<file path="config.mk">
export PLATFORM = sky130hd
export DESIGN_NAME = fetch_stage
export DESIGN_NICKNAME = d
export VERILOG_FILES = /design/src/rtl/fetch_pkg.sv /design/src/rtl/fetch_stage_ifid_reg.sv /design/src/rtl/fetch_stage.sv
export SDC_FILE = /design/constraint.sdc
export NUM_CORES = 1
export LEC_CHECK = 0
export ABC_AREA = 1
export CORE_MARGIN = 4
export CORE_UTILIZATION = 40
export DETAILED_ROUTE_END_ITERATION = 8
export PLACE_DENSITY = 0.76
export SYNTH_ARGS = -nofsm -noshare
export SYNTH_HDL_FRONTEND = slang
export SYNTH_SLANG_ARGS = --single-unit
</file>
<file path="constraint.sdc">
create_clock -name clk -period 5.7 [get_ports clk]
set_input_delay 1.14 -clock clk [delete_from_list [all_inputs] [get_ports clk]]
set_output_delay 1.14 -clock clk [all_outputs]
set_load 0.01 [all_outputs]
</file>
<file path="src/rtl/fetch_pkg.sv">
// fetch_pkg: shared types and constants for the instruction-fetch stage.
package fetch_pkg;
    typedef enum logic [1:0] {FETCH, HOLD, DRAIN} fetch_state_t;
    localparam logic [31:0] INSTR_NOP = 32'h0000_0000;
    localparam logic [31:0] PC_STEP = 32'd4;
    typedef struct packed {
        logic        valid;
        logic [31:0] pc;
        logic [31:0] pc_plus4;
        logic [31:0] instr;
    } ifid_t;
endpackage

</file>
<file path="src/rtl/fetch_stage_ifid_reg.sv">
// ifid_reg: IF/ID pipeline register with flush (priority) over load, else hold.
module ifid_reg
    import fetch_pkg::*;
(
    input  logic  clk,
    input  logic  rst_n,
    input  logic  load_i,
    input  logic  flush_i,
    input  ifid_t d_i,
    output ifid_t q_o
);
    ifid_t q_q;
    always_ff @(posedge clk or negedge rst_n) begin
        if (!rst_n) begin
            q_q <= '{valid: 1'b0, pc: '0, pc_plus4: '0, instr: INSTR_NOP};
        end else if (flush_i) begin
            q_q.valid <= 1'b0;
            q_q.instr <= INSTR_NOP;
        end else if (load_i) begin
            q_q <= d_i;
        end
    end
    assign q_o = q_q;
endmodule

</file>
<file path="src/rtl/fetch_stage.sv">
// fetch_stage: PC register, instruction-memory request FSM with a one-entry
// holding buffer, and the IF/ID register feeding decode.
module fetch_stage
    import fetch_pkg::*;
#(
    parameter logic [31:0] RESET_PC = 32'h0000_0000
) (
    input  logic        clk,
    input  logic        rst_n,
    input  logic        pc_if_write,
    input  logic        redirect_valid,
    input  logic [31:0] redirect_pc,
    output logic        imem_req,
    output logic [31:0] imem_addr,
    input  logic        imem_ready,
    input  logic [31:0] imem_rdata,
    output logic        if_id_valid,
    output logic [31:0] if_id_pc,
    output logic [31:0] if_id_pc_plus4,
    output logic [31:0] if_id_instr
);
    fetch_state_t state_q;
    logic [31:0]  pc_q, buf_pc_q, buf_instr_q, drain_addr_q;
    logic [31:0]  target, src_pc;
    logic         ifid_load, ifid_flush;
    ifid_t        ifid_d, ifid_q;

    always_comb begin
        target     = redirect_pc & ~32'h3;
        src_pc     = (state_q == HOLD) ? buf_pc_q : pc_q;
        ifid_d     = '{valid: 1'b1, pc: src_pc, pc_plus4: src_pc + PC_STEP,
                       instr: (state_q == HOLD) ? buf_instr_q : imem_rdata};
        // DRAIN keeps IF/ID a bubble; a FETCH wait with write enabled inserts one
        ifid_flush = redirect_valid || state_q == DRAIN ||
                     (state_q == FETCH && !imem_ready && pc_if_write);
        ifid_load  = pc_if_write && (state_q == HOLD || (state_q == FETCH && imem_ready));
    end

    always_ff @(posedge clk or negedge rst_n) begin
        if (!rst_n) begin
            state_q      <= FETCH;
            pc_q         <= RESET_PC;
            buf_pc_q     <= '0;
            buf_instr_q  <= INSTR_NOP;
            drain_addr_q <= '0;
        end else if (redirect_valid) begin
            pc_q        <= target;
            buf_pc_q    <= '0;
            buf_instr_q <= INSTR_NOP;
            // an unanswered request must still be drained; a ready this cycle ends it
            state_q     <= (!imem_ready && state_q != HOLD) ? DRAIN : FETCH;
            if (state_q == FETCH && !imem_ready) drain_addr_q <= pc_q;
        end else begin
            case (state_q)
                FETCH: if (imem_ready) begin
                    if (pc_if_write) pc_q <= pc_q + PC_STEP;
                    else begin
                        buf_pc_q    <= pc_q;
                        buf_instr_q <= imem_rdata;
                        state_q     <= HOLD;
                    end
                end
                HOLD: if (pc_if_write) begin
                    pc_q    <= buf_pc_q + PC_STEP;
                    state_q <= FETCH;
                end
                DRAIN: if (imem_ready) state_q <= FETCH;
                default: state_q <= FETCH;
            endcase
        end
    end

    assign imem_req  = rst_n && state_q != HOLD;
    assign imem_addr = (state_q == DRAIN) ? drain_addr_q : pc_q;

    ifid_reg u_ifid (
        .clk    (clk),
        .rst_n  (rst_n),
        .load_i (ifid_load),
        .flush_i(ifid_flush),
        .d_i    (ifid_d),
        .q_o    (ifid_q)
    );

    assign if_id_valid    = ifid_q.valid;
    assign if_id_pc       = ifid_q.pc;
    assign if_id_pc_plus4 = ifid_q.pc_plus4;
    assign if_id_instr    = ifid_q.instr;
endmodule

</file>
Word level (Yosys, flattened, before mapping)
Cells that the tools add are included.
{"block": "word_totals", "register_bits": 227, "input_bits": 69, "output_inout_bits": 130, "elab_cells": 68}
{"block": "classes", "addsub": 3, "n_eq_ne": 9, "muxes": 26, "n_bitwise": 1, "n_reduce_logical": 20}
{"operator": "$mux 32", "n": 16}
{"operator": "$mux 97", "n": 1}
{"operator": "$add 32x3->32 const B", "n": 3}
{"operator": "$pmux 32 s2", "n": 1}
{"operator": "$ne 3x3->1 const B", "n": 5}
{"operator": "$mux 2", "n": 6}
{"operator": "$reduce_and 4->1", "n": 2}
{"operator": "$logic_and 1x1->1", "n": 6}
{"operator": "$pmux 2 s3", "n": 1}
{"operator": "$reduce_bool 2->1", "n": 3}
{"operator": "$ne 2x1->1 const B", "n": 2}
{"operator": "$reduce_and 2->1", "n": 2}
{"operator": "$logic_or 1x1->1", "n": 3}
{"operator": "$reduce_and 3->1", "n": 1}
{"operator": "$reduce_bool 3->1", "n": 1}
{"operator": "$eq 2x1->1 const B", "n": 1}
{"operator": "$eq 2x2->1 const B", "n": 1}
{"operator": "$logic_not 2->1", "n": 1}
{"operator": "$logic_not 1->1", "n": 1}
{"operator": "$mux 1", "n": 1}
{"operator": "$not 1->1", "n": 1}

Longest topological paths before layout
Gate-level depths: netlist of the first run.
{"block": "logic_depth", "ltp_word": 6, "mapped_depth": 16, "depth_no_buf": 15}

Hierarchy
From an unflattened synthesis of the first run, not the netlist that was laid out.
{"block": "hier_totals", "cells_unflattened": 1500, "area_unflattened_um2": 11353.4}
{"module": "fetch_stage", "n_inst": 1, "cells_per_inst": 1079, "area_per_inst_um2": 7531.0}
{"module": "ifid_reg", "n_inst": 1, "cells_per_inst": 421, "area_per_inst_um2": 3822.4}

Least setup slack after synthesis of the first run
Ideal clock, no wire load.
{"block": "synth_path", "kind": "reg2out", "start": "register state_q[0]", "end": "output imem_addr[10]", "arrival_ns": 1.465, "t_required_ns": 4.560, "slack_ns": 3.095, "stages_incl_launch_ff": 7, "path_buffers": 3, "path_cell_list": "dfrtp_1 -> buf_4 -> nor2_1 -> clkbuf_1 -> buf_1 -> nand2_1 -> o21ai_0"}
{"block": "synth_via", "elab_chain_cells": 2}
{"element": "start: declaration", "line": "fetch_stage.sv:22", "rtl": "fetch_state_t state_q;"}
{"element": "start signal: assignment", "line": "fetch_stage.sv:51", "rtl": "state_q <= (!imem_ready && state_q != HOLD) ? DRAIN : FETCH;"}
{"element": "$eq 2x2->1", "line": "fetch_stage.sv:74", "rtl": "assign imem_addr = (state_q == DRAIN) ? drain_addr_q : pc_q;"}
{"element": "$mux 32", "line": "fetch_stage.sv:74"}
{"element": "end: declaration", "line": "fetch_stage.sv:14", "rtl": "output logic [31:0] imem_addr,"}
Every way passes these cells.

Worst setup path in the final report of the first run
{"block": "layout_path", "start": "register state_q[1]", "end": "output imem_addr[18]"}
The elaborated chain is that of the path after synthesis.

==> impl_metrics.toml, run 1 <==
[status]
status = "finished, final reports clean"

[final_layout]
nNetsFinal = 1589
synthToLayoutAreaGrowth_pct = 27.9
final_layout_size_suffix_gt1_share_pct = 5.48
fin_util_pct = 52.6
fill_cells = 2475
regArea_um2 = 5630
diodes = 0
multi_input_area_um2 = 4520
fin_cells = 1868

[logic_synthesis]
synth_top_family_by_area = "simple AND/OR/NAND/NOR gates"
synth-seq-cells = 225
ys_seq_area_share_pct = 52.1
synth.top_cells.by_count = "413 x nand2_1, 225 x dfrtp_1, 177 x nand3_1"
yosys.cell_count.top_type = "nand2_1"
async_flop_share_pct = 100
synthSimpleGateAreaFrac_pct = 27.0
synth-xor-area-share_pct = 0.568
syn_avg_cell_area_um2 = 7.93
synth_top_cell_by_area = "dfrtp_1"
synth_cell_types = 33
synth_fa_ha_area_share_pct = 0.116
synth_compound_area_share_pct = 10.9
synth_top_cell_area_share_pct = 52.1
yosysWarnings = 0
syn-num-nets = 1431
synth_area_leaders = "dfrtp_1 52%, nand2_1 14%, nand3_1 8.2%"
synth_edf_count = 0
synthMuxAreaShare_pct = 2.97
syn_area_um2 = 10800
synth_flop_cell = "dfrtp_1"
netlist_instances = 1361

[die]
dieArea_um2 = 29700
die_h_um = 172
die_w_um = 172
ios = 199
core-area_um2 = 26300
start_util_pct = 41.1
rows = 59

[clock_network]
post_cts_buffers = 0
postCtsHoldBufs = 0
tritoncts = "yes"
path_clk_slew_ps = 60
clockRootBuffer = "clkbuf_16"
cts_resized = 0
cts.sinks = 225
clockBufferDepth = 3
clock_latency_ps = 520
htree_levels = 1
cts_buffers = 25

[worst_setup_path]
cp_top_family = "buffers and inverters"
max_stage_delay_ps = 620
timing.critical_path.from_type = "flop"
startpoint = "state_q[1]$_DFFE_PN0P_"
end_kind = "output pin"
crit_chain = "inv_2 > nor2_4 > buf_4 > nand2_1 > o21ai_0 > clkdlybuf4s50_1"
r2r-start = "state_q[1]$_DFFE_PN0P_"
arrival_ps = 3080
critPathBufInv = 3
slowest_stage = "clkdlybuf4s50_1"
cp_data_required_time_ps = 4560
critPathKind = "flop to output pin"
cp_max_fo = 37
reg2reg_slack_ps = 2410

[timing]
layout_min_cycle_time_ps = 4220
fin_skew_ps = 23.0
period_share_pct = 74.1
setup_viol = 0
hold_viol = 0
slew_headroom_pct = 20.0
worstMarginPinSlew_ps = 1200
rsz0062_at_grt = "false"
setup_tns_ps = 0
drv_slew = 0
fmax_ghz = 0.237
worst_hold_slack_ps = 478
worst_slack_ps = 1480

[routing]
postRouteAntennaNets = 0
drcViolationCount = 0
viasPerCell = 5.25
drt_first_pass_iters = 5
first_iter_violations = 704
vias = 9803
wl_per_cell_um = 17.5
drt-total-wl_um = 32700

[placement]
dp_hpwl_um = 22300
post-place-ws_ps = 1620
dp_cells = 1827
gp_congestion = 0.943
portBuffers = 196

[global_route]
grt_max_degree = 81
antenna_found_initial = 1
track_usage_pct = 21.8
grt_pass1_vias = 9483
grt_pass1_wl_um = 51700
gr-total-overflow = 0

[power_and_ir_drop]
ir_drop_uv = 206
p_leak_nw = 6.64
power.density_nw_per_um2 = 376

[min_path]
hp-class = "flop to flop"
hold_start = "u_ifid.q_o[36]$_DFFE_PN0P_"

[job]
timing.max_cap.violations = 0
## cell usage in the layout, fill, tap and decap left out, types with 2 or more instances in the layout
cell             instances
nor2_1                  97
nand2_1                412
nor2_4                   2
o211ai_1                 2
dfrtp_1                225
clkbuf_8                 4
a21oi_1                  4
nand3_1                177
clkbuf_16               25
o21ai_1                 48
o21ai_0                141
o22ai_1                 11
buf_4                   18
inv_1                   74
a31oi_1                 12
nor2_2                  10
inv_2                    6
xor2_1                   7
nand2_2                  3
o21a_1                   2
clkbuf_1                 5
clkdlybuf4s50_1        195
clkinv_2                 5
a21boi_1                 2
bufinv_16                3
mux2i_1                 32
## power breakdown
part           switching (mW)  leakage, nW  internal [mW]
clock                   0.645        0.397          0.986
sequential              0.180         2.92           1.90
combinational           0.817         3.33          0.664
total                    1.64         6.64           3.55
## worst reg2reg max path: stages (launching register included)
cell and delay, ps:
dfrtp_1 430, inv_2 280, nand2_4 240, buf_4 740, nand2_1 170, nand2_1 190, nand2_1 120, nor2_1 210
nand2_1 70, nor2_1 300, nand2_1 110, nand2_1 80, nand3_1 70, nand2_1 130, nand2_1 70
## state kept, by name, summed over array words and instances (netlist names)
name and cells:
u_ifid.q_o 95, buf_instr_q 32, buf_pc_q 32, drain_addr_q 32, pc_q 32, state_q 2
## through the flow
step | power, mW | cell area [µm²]
floorplan | 2.80 | 10800
global placement | 3.55 | 13000
detailed placement | 3.59 | 13000
CTS | 5.23 | 13800
global route | 5.48 | 13800
finish | 5.19 | 13800
## kinds of logic (layout without fill, tap and decap cells)
kind of cell	after synthesis	count (layout)
and+or+nand+nor	705	705
AOI/OAI and AO/OA	225	225
DFF	225	225
buffers and inverters	166	338
muxes	32	32
xor gates and xnor gates	7	7
adders and majority gates	1	1
## worst paths after layout
| path | to | cells after the start |
|---|---|---|
| setup reg to reg | pc_q[27]$_DFFE_PN0P_ | 14 |
| min in group asynchronous | u_ifid.q_o[34]$_DFFE_PN0P_ | 1 |
| hold / removal | u_ifid.q_o[36]$_DFFE_PN0P_ | 2 |
| hold reg to reg | u_ifid.q_o[36]$_DFFE_PN0P_ | 2 |
| setup / recovery | imem_addr[18] | 6 |
| max in group asynchronous | buf_instr_q[4]$_DFFE_PN0P_ | 3 |
## routing by layer
metal | wire length [µm] | global-route usage, % | part of all wire, %
met5 | 12 | 0 | 0.037
met1 | 14900 | 31.8 | 45
met3 | 2420 | 4.55 | 7.4
met4 | 738 | 4.92 | 2.3
met2 | 14700 | 33.6 | 45
## cell type report
type	instances	share of cell area [%]
multi-input cells	970	32.7
well taps	335	3.03
clock buffers	34	5.06
clock inverters	7	0.815
repair buffers	215	15.4
inverters	82	2.25
flip-flops and latches	225	40.8
No activity file was read; power rests on OpenSTA's default activity.
==> run 2, diff against run 1 <==
==> constraint.sdc (replaced) <==
create_clock -name clk -period 3.9 [get_ports clk]
set_input_delay 0.78 -clock clk [delete_from_list [all_inputs] [get_ports clk]]
set_output_delay 0.78 -clock clk [all_outputs]
set_load 0.01 [all_outputs]
==> impl_metrics.toml, run 2 (synthesized netlist as in run 1, its figures left out) <==
[placement]
portBuffers = 196
dp_hpwl_um = 22400
post-place-ws_ps = 887
placed_cell_area_um2 = 13100
gp_congestion = 0.957

[timing]
setup_tns_ps = 0
slew_headroom_pct = 48.1
hold_viol = 0
rsz0062_at_grt = "false"
layout_min_cycle_time_ps = 3410
fmax_ghz = 0.294
fin_skew_ps = 26.6
drv_slew = 0
worst_slack_ps = 493
period_share_pct = 87.4
setup_viol = 0
worstMarginPinSlew_ps = 778
worst_hold_slack_ps = 400

[routing]
wl_per_cell_um = 17.4
drt-total-wl_um = 32600
drt_first_pass_iters = 5
viasPerCell = 5.28
drcViolationCount = 0
vias = 9907
first_iter_violations = 994
postRouteAntennaNets = 0

[power_and_ir_drop]
ir_drop_uv = 297
power.density_nw_per_um2 = 543
p_leak_nw = 6.70

[die]
rows = 59
ios = 199
core-area_um2 = 26300
start_util_pct = 41.1
dieArea_um2 = 29700
die_w_um = 172
die_h_um = 172

[final_layout]
layout_commonest_cell = "nand2_1"
diodes = 0
fin_area_um2 = 13900
largest_register_ffs = 95
final_cell_mix = "412 x nand2_1, 225 x dfrtp_1, 195 x clkdlybuf4s50_1, 177 x nand3_1, 141 x o21ai_0"
nNetsFinal = 1596
synthToLayoutAreaGrowth_pct = 29.0
fill_cells = 2428
final_layout_size_suffix_gt1_share_pct = 6.10

[global_route]
gr-total-overflow = 0
track_usage_pct = 21.7
grt_max_degree = 132
antenna_found_initial = 1
grt_pass1_wl_um = 52000
grt_pass1_vias = 9701

[job]
timing.max_cap.violations = 0

[clock_network]
cts_resized = 0
path_clk_slew_ps = 60
clockBufferDepth = 3
clock_latency_ps = 520
cts_buffers = 25
post_cts_buffers = 0
cts.sinks = 225
tritoncts = "yes"
clockRootBuffer = "clkbuf_16"
postCtsHoldBufs = 0
htree_levels = 1

[worst_setup_path]
cp_top_family = "flip-flops"
critPathKind = "flop to output pin"
max_stage_delay_ps = 850
critPathBufInv = 2
arrival_ps = 2630
slowest_stage = "dfrtp_1"
cp_data_required_time_ps = 3120
end_kind = "output pin"
cp_max_fo = 40
timing.critical_path.from_type = "flop"
crit_chain = "nor2_4 > buf_12 > o21ai_0 > clkdlybuf4s50_1"

[status]
status = "finished, final reports clean"

[min_path]
hp-class = "input port to asynchronous set/reset pin"
run 2: layer usage:
layer	share of wire (%)	track usage (%)
met5	0.040	0
met4	3.3	6.80
met3	7.7	4.44
met2	44	33.1
met1	45	31.4
run 2: worst paths after layout:
path                                       startpoint                     endpoint  slack [ps]  cells past startpoint
hold / removal                                  rst_n         pc_q[15]$_DFFE_PN0P_         400                      2
hold reg to reg            u_ifid.q_o[66]$_DFFE_PN0P_   u_ifid.q_o[66]$_DFFE_PN0P_         480                      2
min in group clk           u_ifid.q_o[66]$_DFFE_PN0P_   u_ifid.q_o[66]$_DFFE_PN0P_         480                      2
setup / recovery               state_q[0]$_DFFE_PN0P_                imem_addr[19]         490                      4
max in group asynchronous                       rst_n  drain_addr_q[5]$_DFFE_PN0P_        2370                      3
setup reg to reg               state_q[0]$_DFFE_PN0P_         pc_q[10]$_DFFE_PN0P_        1030                     12
run 2: power by group:
part | total, mW | switching, mW | internal, mW
clock | 2.35 | 0.928 | 1.42
combinational | 2.18 | 1.19 | 0.985
sequential | 3.04 | 0.265 | 2.77
total | 7.56 | 2.38 | 5.18
run 2: metrics by stage:
step / util (%) / instances / total power, mW
after global placement: 49.9 / 1834 / 5.20
final: 53.0 / 1877 / 7.56
after floorplan: - / 1361 / 4.09
after global routing: 53.0 / 1877 / 8.00
after CTS: 53.0 / 1877 / 7.63
after detailed placement: 49.9 / 1834 / 5.25
run 2: layout make-up:
class | instances | area (µm²) | share of cell area, %
Timing Repair Buffer | 222 | 2220 | 16.0
Multi-Input combinational cell | 970 | 4520 | 32.4
Sequential cell | 225 | 5630 | 40.4
Clock buffer | 39 | 778 | 5.59
Clock inverter | 4 | 47.5 | 0.341
Tap cell | 335 | 419 | 3.01
Inverter | 82 | 310 | 2.23
==> RTL change (flow settings as in run 2) <==
Make the reset (`rst_n`) synchronous in 2 clocked blocks.
--- a/src/rtl/fetch_stage_ifid_reg.sv
+++ b/src/rtl/fetch_stage_ifid_reg.sv
@@ -11,5 +11,5 @@
 );
     ifid_t q_q;
-    always_ff @(posedge clk or negedge rst_n) begin
+    always_ff @(posedge clk) begin
         if (!rst_n) begin
             q_q <= '{valid: 1'b0, pc: '0, pc_plus4: '0, instr: INSTR_NOP};
--- a/src/rtl/fetch_stage.sv
+++ b/src/rtl/fetch_stage.sv
@@ -37,5 +37,5 @@
     end
 
-    always_ff @(posedge clk or negedge rst_n) begin
+    always_ff @(posedge clk) begin
         if (!rst_n) begin
             state_q      <= FETCH;
Check against the original RTL: differs if rst_n is asserted again (counterexample within 4 cycles, from zero or initial values and one cycle with rst_n low); with rst_n held inactive, the same outputs for 4 cycles.
==> RTL change against run 2 <==
  * Final area fell by 8.3%
  * Register-to-register slack lost 0.14 ns
  * Sequential cell count unchanged
  * Area after synthesis shrank 8.8%
  * Worst setup slack lost 0.16 ns
  * Routed wire length down 4.9%
  * Highest routed layer is now met4
Power is not compared: it rests on default switching activity, and its combinational part moved more than twofold at a synthesized area within 25%.
==> RTL change: results (changes against run 2) <==
| Metric | Value |
|---|---|
| Share of cells above drive strength 1 | 0.0483 (was 0.0610) |
| Nets | 1628 (was 1596) |
| Area delta synth->final | 29.8% (was 29.0%) |
| Fin. Hold Viols | 0 (unchanged) |
| WL/cell | 16.3 um (was 17.4 um) |
| Max_slew headroom | 0.364 (was 0.481) |
| GPL Wtd Cong | 0.924 (was 0.957) |
| Synth Flop Type | dfxtp_1 (was dfrtp_1) |
| DR iter-0 viols | 1002 (was 994) |
| Routed vias/inst | 5.28 (about the same) |
| Total global-route track usage | 0.219 (was 0.217) |
| Tightest Hold Check Type | register to register (was input port to asynchronous set/reset pin) |
| CP max FO | 37 (was 40) |
| Hpwl dp | 21500 um (was 22400 um) |
| Largest net degree at the start of global routing | 106 (was 132) |
| Data arrival, critical path | 2.78 ns (was 2.63 ns) |
| Fill cells | 2297 (was 2428) |
| Final Skew | 0.0149 ns (was 0.0266 ns) |
| CTS root buf | clkbuf_16 (unchanged) |
| Initial antenna violation count | 0 (was 1) |
| First-pass GRT wire length | 48200 um (was 52000 um) |
| CP max-delay cell | clkdlybuf4s50_1 (was dfrtp_1) |
| Slowest cell delay on critical path | 0.59 ns (was 0.85 ns) |
| Status | finished clean (unchanged) |
| Register area share after synthesis | 0.458 (was 0.521) |
| Area after DPL | 0.0120 mm^2 (was 0.0131 mm^2) |
| Synth cell types | 29 (was 33) |
| Vias in the first global route | 9156 (was 9701) |
| Ys async rst share | 0 (was 1.00) |
| Post-synthesis net count | 1486 (was 1431) |
RTL change: power by group through the flow:
stage          combinational, uW  sequential, uW  clock [uW]
2_1_floorplan                430            2540           0
3_3_place_gp                 826            2540           0
3_5_place_dp                 836            2540           0
4_1_cts                      843            2490        2320
5_1_grt                      924            2500        2420
6_report                     839            2490        2280
RTL change: worst max-delay path, delay by kind of cell (launching register included):
kind,cells,cell delay (ns)
buffers and inverters,3,1.11
AND/OR/NAND/NOR,2,0.63
flip-flops,1,0.41
AO/OA/AOI/OAI,1,0.11
RTL change: per-layer routing:
metal | vias up | wire, um | track usage
li1 | 4950 | - | -
met1 | 4630 | 13000 | 0.286
met2 | 379 | 14800 | 0.374
met3 | 55 | 2270 | 0.0347
met4 | 0 | 941 | 0.0669
met5 | - | 0 | 0
RTL change: kinds of logic (layout without fill, tap and decap cells):
logic type	after synthesis	count (layout)	synth area share
AO/OA/AOI/OAI	417	417	0.227
XOR/XNOR	8	8	0.00712
adder cells (fa/ha/maj)	1	1	0.00127
buffers and inverters	204	361	0.0817
flip-flops	225	225	0.458
AND/OR/NAND/NOR	561	561	0.226
RTL change: per-stage QoR:
step,cells,worst slack (ns)
final,1897,0.337
after global routing,1897,0.106
after CTS,1897,0.268
after detailed placement,1855,0.785
after global placement,1855,0.842
after floorplan,1416,1.80
RTL change: worst paths after layout:
path                                          startpoint                       end  slack [ns]  cells past startpoint
worst min-delay path            buf_pc_q[1]$_SDFFE_PP0P_  buf_pc_q[1]$_SDFFE_PP0P_        0.45                      2
worst max-delay path             state_q[1]$_SDFFE_PN0P_             imem_addr[10]        0.34                      6
worst min register to register  buf_pc_q[1]$_SDFFE_PP0P_  buf_pc_q[1]$_SDFFE_PP0P_        0.45                      2
worst max register to register   state_q[1]$_SDFFE_PN0P_     pc_q[30]$_SDFFE_PN0P_        0.89                     13
RTL change: final cells by class:
class,count,area share
clock buffers,31,0.0523
well taps,324,0.0317
repair buffers,213,0.166
multi-input cells,987,0.357
clock inverters,11,0.00891
inverters,106,0.0311
flip-flops and latches,225,0.353
